## src/rtl/stopwatch_pkg.sv

```systemverilog
// Shared definitions for the MM:SS stopwatch: FSM state encoding and digit limits.
// Latency: n/a (types and constants only).
// Backpressure: n/a.
package stopwatch_pkg;

    typedef enum logic [1:0] {
        ST_IDLE  = 2'd0,
        ST_RUN   = 2'd1,
        ST_PAUSE = 2'd2
    } state_t;

    // Largest legal value of a tens digit (seconds and minutes both stop at 5).
    localparam int SEC_TENS_MAX = 5;
    // Largest legal value of a ones digit.
    localparam int ONES_MAX     = 9;

endpackage

```

## src/rtl/modulo_n_counter.sv

```systemverilog
// Modulo-N digit counter with synchronous clear and count enable; carry marks the N-1 -> 0 step.
// Latency: count updates one cycle after enable/clr; carry is combinational from enable and count.
// Backpressure: none; enable and clr are honoured every cycle.
module modulo_n_counter #(
    parameter int N     = 10,
    parameter int WIDTH = 4
) (
    input  logic             clk,
    input  logic             reset,
    input  logic             clr,
    input  logic             enable,
    output logic [WIDTH-1:0] count,
    output logic             carry
);

    localparam logic [WIDTH-1:0] CNT_MAX = WIDTH'(N - 1);

    logic [WIDTH-1:0] count_q;
    logic [WIDTH-1:0] count_d;

    // Next count: clear beats enable, and the digit wraps to 0 after N-1.
    always_comb begin
        count_d = count_q;
        if (clr) begin
            count_d = '0;
        end else if (enable) begin
            if (count_q == CNT_MAX) begin
                count_d = '0;
            end else begin
                count_d = count_q + WIDTH'(1);
            end
        end
    end

    // Digit register with synchronous active-low reset.
    always_ff @(posedge clk) begin
        if (!reset) begin
            count_q <= '0;
        end else begin
            count_q <= count_d;
        end
    end

    assign count = count_q;
    // Next stage only advances when this one is enabled and rolling over.
    assign carry = enable && (count_q == CNT_MAX);

endmodule

```

## src/rtl/stopwatch_controller.sv

```systemverilog
// MM:SS stopwatch: run/pause/clear FSM, tick prescaler and a four-digit modulo cascade.
// Latency: running follows start_stop by one edge; first count appears TICK_DIV edges after start.
// Backpressure: none; start_stop/clear pulses are acted on the cycle they are sampled.
module stopwatch_controller
    import stopwatch_pkg::*;
#(
    parameter int TICK_DIV = 4
) (
    input  logic       clk,
    input  logic       reset,
    input  logic       start_stop,
    input  logic       clear,
    output logic [3:0] sec_ones,
    output logic [2:0] sec_tens,
    output logic [3:0] min_ones,
    output logic [2:0] min_tens,
    output logic       running,
    output logic       wrap
);

    localparam int              PW        = (TICK_DIV > 1) ? $clog2(TICK_DIV) : 1;
    localparam logic [PW-1:0]   PRESC_MAX = PW'(TICK_DIV - 1);

    state_t        state_q;
    state_t        state_d;
    logic [PW-1:0] presc_q;
    logic [PW-1:0] presc_d;
    logic          running_q;
    logic          wrap_q;
    logic          wrap_d;

    logic          tick;
    logic          so_carry;
    logic          st_carry;
    logic          mo_carry;
    logic          mt_carry;

    // The tick fires on the RUN edge where the prescaler sits at its last value.
    assign tick = (state_q == ST_RUN) && (presc_q == PRESC_MAX);

    // Next state and prescaler: clear first, then start_stop; prescaler only moves in RUN.
    always_comb begin
        state_d = state_q;
        presc_d = presc_q;

        if (state_q == ST_RUN) begin
            presc_d = tick ? '0 : presc_q + PW'(1);
        end

        if (clear) begin
            state_d = ST_IDLE;
            presc_d = '0;
        end else if (start_stop) begin
            case (state_q)
                ST_IDLE: begin
                    state_d = ST_RUN;
                    presc_d = '0;
                end
                ST_RUN:   state_d = ST_PAUSE;
                // Resuming keeps the partial prescaler count so pause time is not lost.
                ST_PAUSE: state_d = ST_RUN;
                default:  state_d = ST_IDLE;
            endcase
        end
    end

    // A rollover of the top digit is 59:59 -> 00:00; a same-cycle clear cancels it.
    assign wrap_d = mt_carry && !clear;

    // State, prescaler and registered status outputs.
    always_ff @(posedge clk) begin
        if (!reset) begin
            state_q   <= ST_IDLE;
            presc_q   <= '0;
            running_q <= 1'b0;
            wrap_q    <= 1'b0;
        end else begin
            state_q   <= state_d;
            presc_q   <= presc_d;
            running_q <= (state_d == ST_RUN);
            wrap_q    <= wrap_d;
        end
    end

    modulo_n_counter #(.N(ONES_MAX + 1), .WIDTH(4)) u_sec_ones (
        .clk    (clk),
        .reset  (reset),
        .clr    (clear),
        .enable (tick),
        .count  (sec_ones),
        .carry  (so_carry)
    );

    modulo_n_counter #(.N(SEC_TENS_MAX + 1), .WIDTH(3)) u_sec_tens (
        .clk    (clk),
        .reset  (reset),
        .clr    (clear),
        .enable (so_carry),
        .count  (sec_tens),
        .carry  (st_carry)
    );

    modulo_n_counter #(.N(ONES_MAX + 1), .WIDTH(4)) u_min_ones (
        .clk    (clk),
        .reset  (reset),
        .clr    (clear),
        .enable (st_carry),
        .count  (min_ones),
        .carry  (mo_carry)
    );

    modulo_n_counter #(.N(SEC_TENS_MAX + 1), .WIDTH(3)) u_min_tens (
        .clk    (clk),
        .reset  (reset),
        .clr    (clear),
        .enable (mo_carry),
        .count  (min_tens),
        .carry  (mt_carry)
    );

    assign running = running_q;
    assign wrap    = wrap_q;

endmodule

```

## config.mk

```make
export PLATFORM = sky130hd
export DESIGN_NAME = stopwatch_controller
export DESIGN_NICKNAME = d
export VERILOG_FILES = /design/src/rtl/stopwatch_pkg.sv /design/src/rtl/modulo_n_counter.sv /design/src/rtl/stopwatch_controller.sv
export SDC_FILE = /design/constraint.sdc
export NUM_CORES = 1
export LEC_CHECK = 0
export BUFFER_PORTS_ARGS = -buffer_cell sky130_fd_sc_hd__buf_2
export CAP_MARGIN = 30
export CORE_MARGIN = 4
export CORE_UTILIZATION = 47
export DETAILED_ROUTE_END_ITERATION = 10
export PLACE_DENSITY = 0.73
export SYNTH_ARGS = -nofsm -noshare
export SYNTH_HDL_FRONTEND = slang
export SYNTH_SLANG_ARGS = --single-unit
```

## constraint.sdc

```tcl
create_clock -name clk -period 1.5 [get_ports clk]
set_input_delay 0.075 -clock clk [delete_from_list [all_inputs] [get_ports clk]]
set_output_delay 0.075 -clock clk [all_outputs]
set_load 0.005 [all_outputs]
```

# ---- Word level (Yosys, flattened, before mapping)
# Index checks and enable logic that the tools add are counted.
dict set report word_totals {
  register_bits 20
  input_bits 4
  output_inout_bits 16
}
dict set report op_classes {
  add_sub_neg 5
  eq_ne 8
  mux 11
  bitwise_logic 1
  n_reduce_logical 10
}
# operator count
set op_table {}
lappend op_table {{two-way mux 2 bit} 6}
lappend op_table {{adder 4 x 1 -> 4 bit (second input constant)} 2}
lappend op_table {{== test 4 bit (second input constant)} 2}
lappend op_table {{two-way mux 4 bit} 2}
lappend op_table {{adder 3 x 1 -> 3 bit (second input constant)} 2}
lappend op_table {{== test 3 bit (second input constant)} 2}
lappend op_table {{logical AND 1 bit} 6}
lappend op_table {{two-way mux 3 bit} 2}
lappend op_table {{== test 2 x 1 -> 1 bit (second input constant)} 2}
lappend op_table {{== test 2 bit (second input constant)} 2}
lappend op_table {{one-hot mux 2 bit (2 select lines)} 1}
lappend op_table {{OR reduction 2 bit} 2}
lappend op_table {{adder 2 x 1 -> 2 bit (second input constant)} 1}
lappend op_table {{logical NOT 2 bit} 1}
lappend op_table {{logical NOT 1 bit} 1}
lappend op_table {{NOT 1 bit} 1}

# ---- Longest topological paths before layout
dict set report depth {
  depth_word 7
  depth_mapped 7
  mapped_depth_nobuf 5
}

# ---- By module
# A second synthesis with hierarchy kept.
dict set report hier_totals {
  hier_cells 94
  area_unflattened_um2 929.6
}
# mod n_inst cells_each area_each_um2 seq_area_each_um2
set modules_own_cells {}
lappend modules_own_cells {{modulo_n_counter at u_min_ones ...} 2 21 186.4 80.1}
lappend modules_own_cells {{modulo_n_counter at u_min_tens ...} 2 13 140.1 60.1}
lappend modules_own_cells {stopwatch_controller 1 26 276.5 120.1}

# ---- Worst setup path after synthesis
# Ideal clock, no wire load.
dict set report synth_path {
  path_type {register to register}
  from {register presc_q[0]}
  to {register u_min_tens.count_q[2] (netlist: u_min_tens.count[2])}
  setup_ps 66
  arrival_ps 1430
  required_ps 1434
  slack_ps 4
  path_stages_with_launch 7
  n_path_buf 1
  synth_period_minus_slack_ps 1496
  cell_sequence {dfxtp_1 -> ha_1 -> and4b_1 -> buf_6 -> nand4_4 -> or3b_1 -> a21oi_2}
}
dict set report synth_via {
  elab_chain_len 5
}
# item line_no
set synth_rtl {}
lappend synth_rtl {{start, declared} stopwatch_controller.sv:26} ;# logic [PW-1:0] presc_q;
lappend synth_rtl {{start signal, assigned} stopwatch_controller.sv:79} ;# presc_q <= presc_d;
lappend synth_rtl {{== test 2 bit} stopwatch_controller.sv:39} ;# assign tick = (state_q == ST_RUN) && (presc_q == PRESC_MAX);
lappend synth_rtl {{logical AND 1 bit} stopwatch_controller.sv:39}
lappend synth_rtl {{logical AND 1 bit (3 in a row)} modulo_n_counter.sv:46} ;# assign carry = enable && (count_q == CNT_MAX);
lappend synth_rtl {{end signal, assigned} modulo_n_counter.sv:40} ;# count_q <= count_d;
lappend synth_rtl {{end, declared} modulo_n_counter.sv:18} ;# logic [WIDTH-1:0] count_q;
# No other way between the ends.
# A chain may end at the register's enable or synchronous reset.

# ---- Final worst setup path
dict set report layout_path {
  from {register presc_q[1]}
  to {register u_min_ones.count_q[0] (netlist: u_min_ones.count[0])}
}
dict set report layout_via {
  elab_chain_len 4
}
# item line_no
set layout_rtl {}
lappend layout_rtl {{== test 2 bit} stopwatch_controller.sv:39}
lappend layout_rtl {{logical AND 1 bit} stopwatch_controller.sv:39}
lappend layout_rtl {{logical AND 1 bit (2 in a row)} modulo_n_counter.sv:46}
lappend layout_rtl {{end signal, assigned} modulo_n_counter.sv:40}
lappend layout_rtl {{end, declared} modulo_n_counter.sv:18}
# No other way between the ends.

==> results.sh <==
export IMPL_synthCells=102
export IMPL_grt_pass1_vias=786
export IMPL_synth_fp_nets=107
export IMPL_skew_ns=0.00261
export IMPL_synth_area_leaders="dfxtp_1 42%, nor2_1 6.3%, mux2i_1 5.2%"
export IMPL_ys_seq_area_share_pct=41.9
export IMPL_antenna_found_initial=0
export IMPL_area_delta_synth_final_pct=24.4
export IMPL_slew_viol_final=0
export IMPL_drc_errors=0
export IMPL_setup_slack_ns=0.0414
export IMPL_post_route_min_period_ns=1.46
export IMPL_placementRows=16
export IMPL_hold_path_class="in2reg"
export IMPL_grt_setup_unrepaired="yes"
export IMPL_fmax_ghz=0.686
export IMPL_setup_violations_final=0
export IMPL_fp_dieW_um=53.1
export IMPL_insertion_delay_ns=0.30
export IMPL_dieArea_um2=2820
export IMPL_final_common_cell="buf_2"
export IMPL_htreeDepth=1
export IMPL_yosysTopAreaCell="dfxtp_1"
export IMPL_startpoint="presc_q[1]"
export IMPL_cp_data_arrival_time_ns=1.66
export IMPL_grt_usage_pct=15.4
export IMPL_nFillCells=175
export IMPL_routabilityCongestion=0.666
export IMPL_ir_drop_v=0.000498
export IMPL_antenna_cells=0
export IMPL_period_share_pct=97.2
export IMPL_critPathMaxStageDelay_ns=0.37
export IMPL_layout_common_cells="19 x buf_2, 18 x dfxtp_1, 16 x nor2_1"
export IMPL_syn_avg_cell_area_um2=9.36
export IMPL_min_from="start_stop"
export IMPL_power_density_nw_per_um2=689
export IMPL_crit_path_cell_trace="ha_4 > and4b_2 > and3_2 > a211oi_1 > a31o_2"
export IMPL_relSlewSlack_pct=74.0
export IMPL_status="completed"
export IMPL_dpl_hpwl_um=1340
export IMPL_core_um2=1940
export IMPL_cts_tree="built"
export IMPL_dp_slack_ns=-0.0368
export IMPL_p_leak_uw=0.000521
export IMPL_die_h_um=53.1
export IMPL_via_per_inst=5.13
export IMPL_grt_pass1_wl_um=3250
export IMPL_reg2reg_from="presc_q[1]"
export IMPL_start_kind="flip-flop"
export IMPL_cp_slowest_cell="dfxtp_2"
export IMPL_first_pass_iters=4
export IMPL_drive_above_1_share_pct=36.4
export IMPL_cts_root_buf="clkbuf_4"
export IMPL_clkSlewWorstSetupHoldPaths_ns=0.11
export IMPL_routedWlPerCell_um=11.9
export IMPL_num_vias=815
export IMPL_cts_made_buffers=3
export IMPL_routed_wl_um=1890
export IMPL_drt_iter0_markers=14
export IMPL_end_kind="flip-flop"
export IMPL_cp_required_ns=1.70
export IMPL_cts_sinks=20
export IMPL_nets=139
export IMPL_ioPinCount=20
export IMPL_netlist_area_leader_share_pct=41.9
export IMPL_drtAntennaViolNets=0
export IMPL_worst_pin_slew_ns=0.391
export IMPL_synth_cell_types=41
export IMPL_initial_core_util_pct=49.2
export IMPL_crit_type="reg2reg"
export IMPL_synth_area_um2=955
export IMPL_placement_io_buffers=19
export IMPL_cap_violations=0
export IMPL_crit_path_max_fanout=5
export IMPL_gr_total_overflow=0
export IMPL_multi_input_area_um2=536
export IMPL_hold_viol=0
export IMPL_grt_max_degree=22
export IMPL_synth_warnings=0
export IMPL_finalPower_uw=818
export IMPL_clockBufferDepth=2
export IMPL_synth_seq_cells=20
export IMPL_seq_area_um2=403
==> sequential cells by signal, indices dropped and copies added, names as in the netlist <==
| signal | count |
|---|---|
| u_min_ones.count | 4 |
| state_q | 2 |
| presc_q | 2 |
| wrap | 1 |
| u_min_tens.count | 3 |
| u_sec_tens.count | 3 |
| running | 1 |
| u_sec_ones.count | 4 |
==> report_power, final <==
| group | internal [uW] | switching, uW |
|---|---|---|
| logic | 13.8 | 19.3 |
| registers | 534 | 1.73 |
| clock network | 93.6 | 156 |
==> metrics by stage <==
step	instance area, um2	TNS, ns	hold WS [ns]	util, %	cells
3_3_place_gp	1120	0	0.383	57.9	154
6_report	1190	0	0.0722	61.1	159
4_1_cts	1150	0	0.0650	59.2	157
5_1_grt	1190	-0.138	0.0698	61.1	159
2_1_floorplan	955	0	0.227	-	102
3_5_place_dp	1120	-0.0420	0.387	57.9	154
==> final cells by class <==
cell class,instances,area share (%)
repair buffers,31,15.6
clock buffers,3,1.90
well taps,27,2.85
multi-input cells,76,45.1
inverters,2,0.632
flip-flops and latches,20,33.9
==> logic make-up after synthesis <==
group                      count (synthesis)  share of synthesized area, %
buffers and inverters                      6                          4.32
muxes                                      5                          5.24
xor gates and xnor gates                   5                          4.59
DFF                                       20                          41.9
adders and majority gates                  1                          1.31
AOI/OAI and AO/OA                         15                          9.83
and+or+nand+nor                           50                          32.8
==> critical path, delay by kind of cell, from the launching register on <==
kind / cells / cell delay (ns)
and+or+nand+nor: 2 / 0.54
DFF: 1 / 0.37
AOI/OAI and AO/OA: 2 / 0.32
adders and majority gates: 1 / 0.13
==> metal layers <==
layer	part of all wire [%]	up-vias	wire (um)	track usage, %
met4	0	0	0	1.28
met1	48	379	902	18.2
met3	5.3	0	100	5.92
met2	47	16	885	27.3
met5	0	-	0	0
li1	-	420	-	-
==> synthesized netlist by cell type, drive strengths merged <==
library cell	count
dfxtp	20
nor2	16
a21oi	7
nand2	6
mux2i	5
xor2	4
nand4	3
nor2b	3
nor3b	3
a22oi	2
and2b	2
and4bb	2
buf	2
clkbuf	2
inv	2
nand2b	2
nand3	2
o21ai	2
or2b	2
a211oi	1
a31o	1
a31oi	1
and3	1
and3b	1
and4b	1
ha	1
nand3b	1
nand4b	1
nor3	1
nor4b	1
o21bai	1
or3	1
or3b	1
xnor2	1
==> path summary, 6_finish.rpt <==
path,endpoint,slack [ns],cells after the start
worst max-delay path,u_min_ones.count[0],0.04,5
worst min-delay path,state_q[1],0.07,3
worst min register to register,wrap,0.50,1
worst max register to register,u_min_ones.count[0],0.04,5
==> timing repair <==
action,in CTS,in global routing
setup buffers,0,2
hold buffers,0,0
gates resized for setup,2,6
pin swaps,0,3
endpoints found under the setup margin,3,9
gates cloned,0,0
Note: power is estimated with default switching activity, not from simulation.
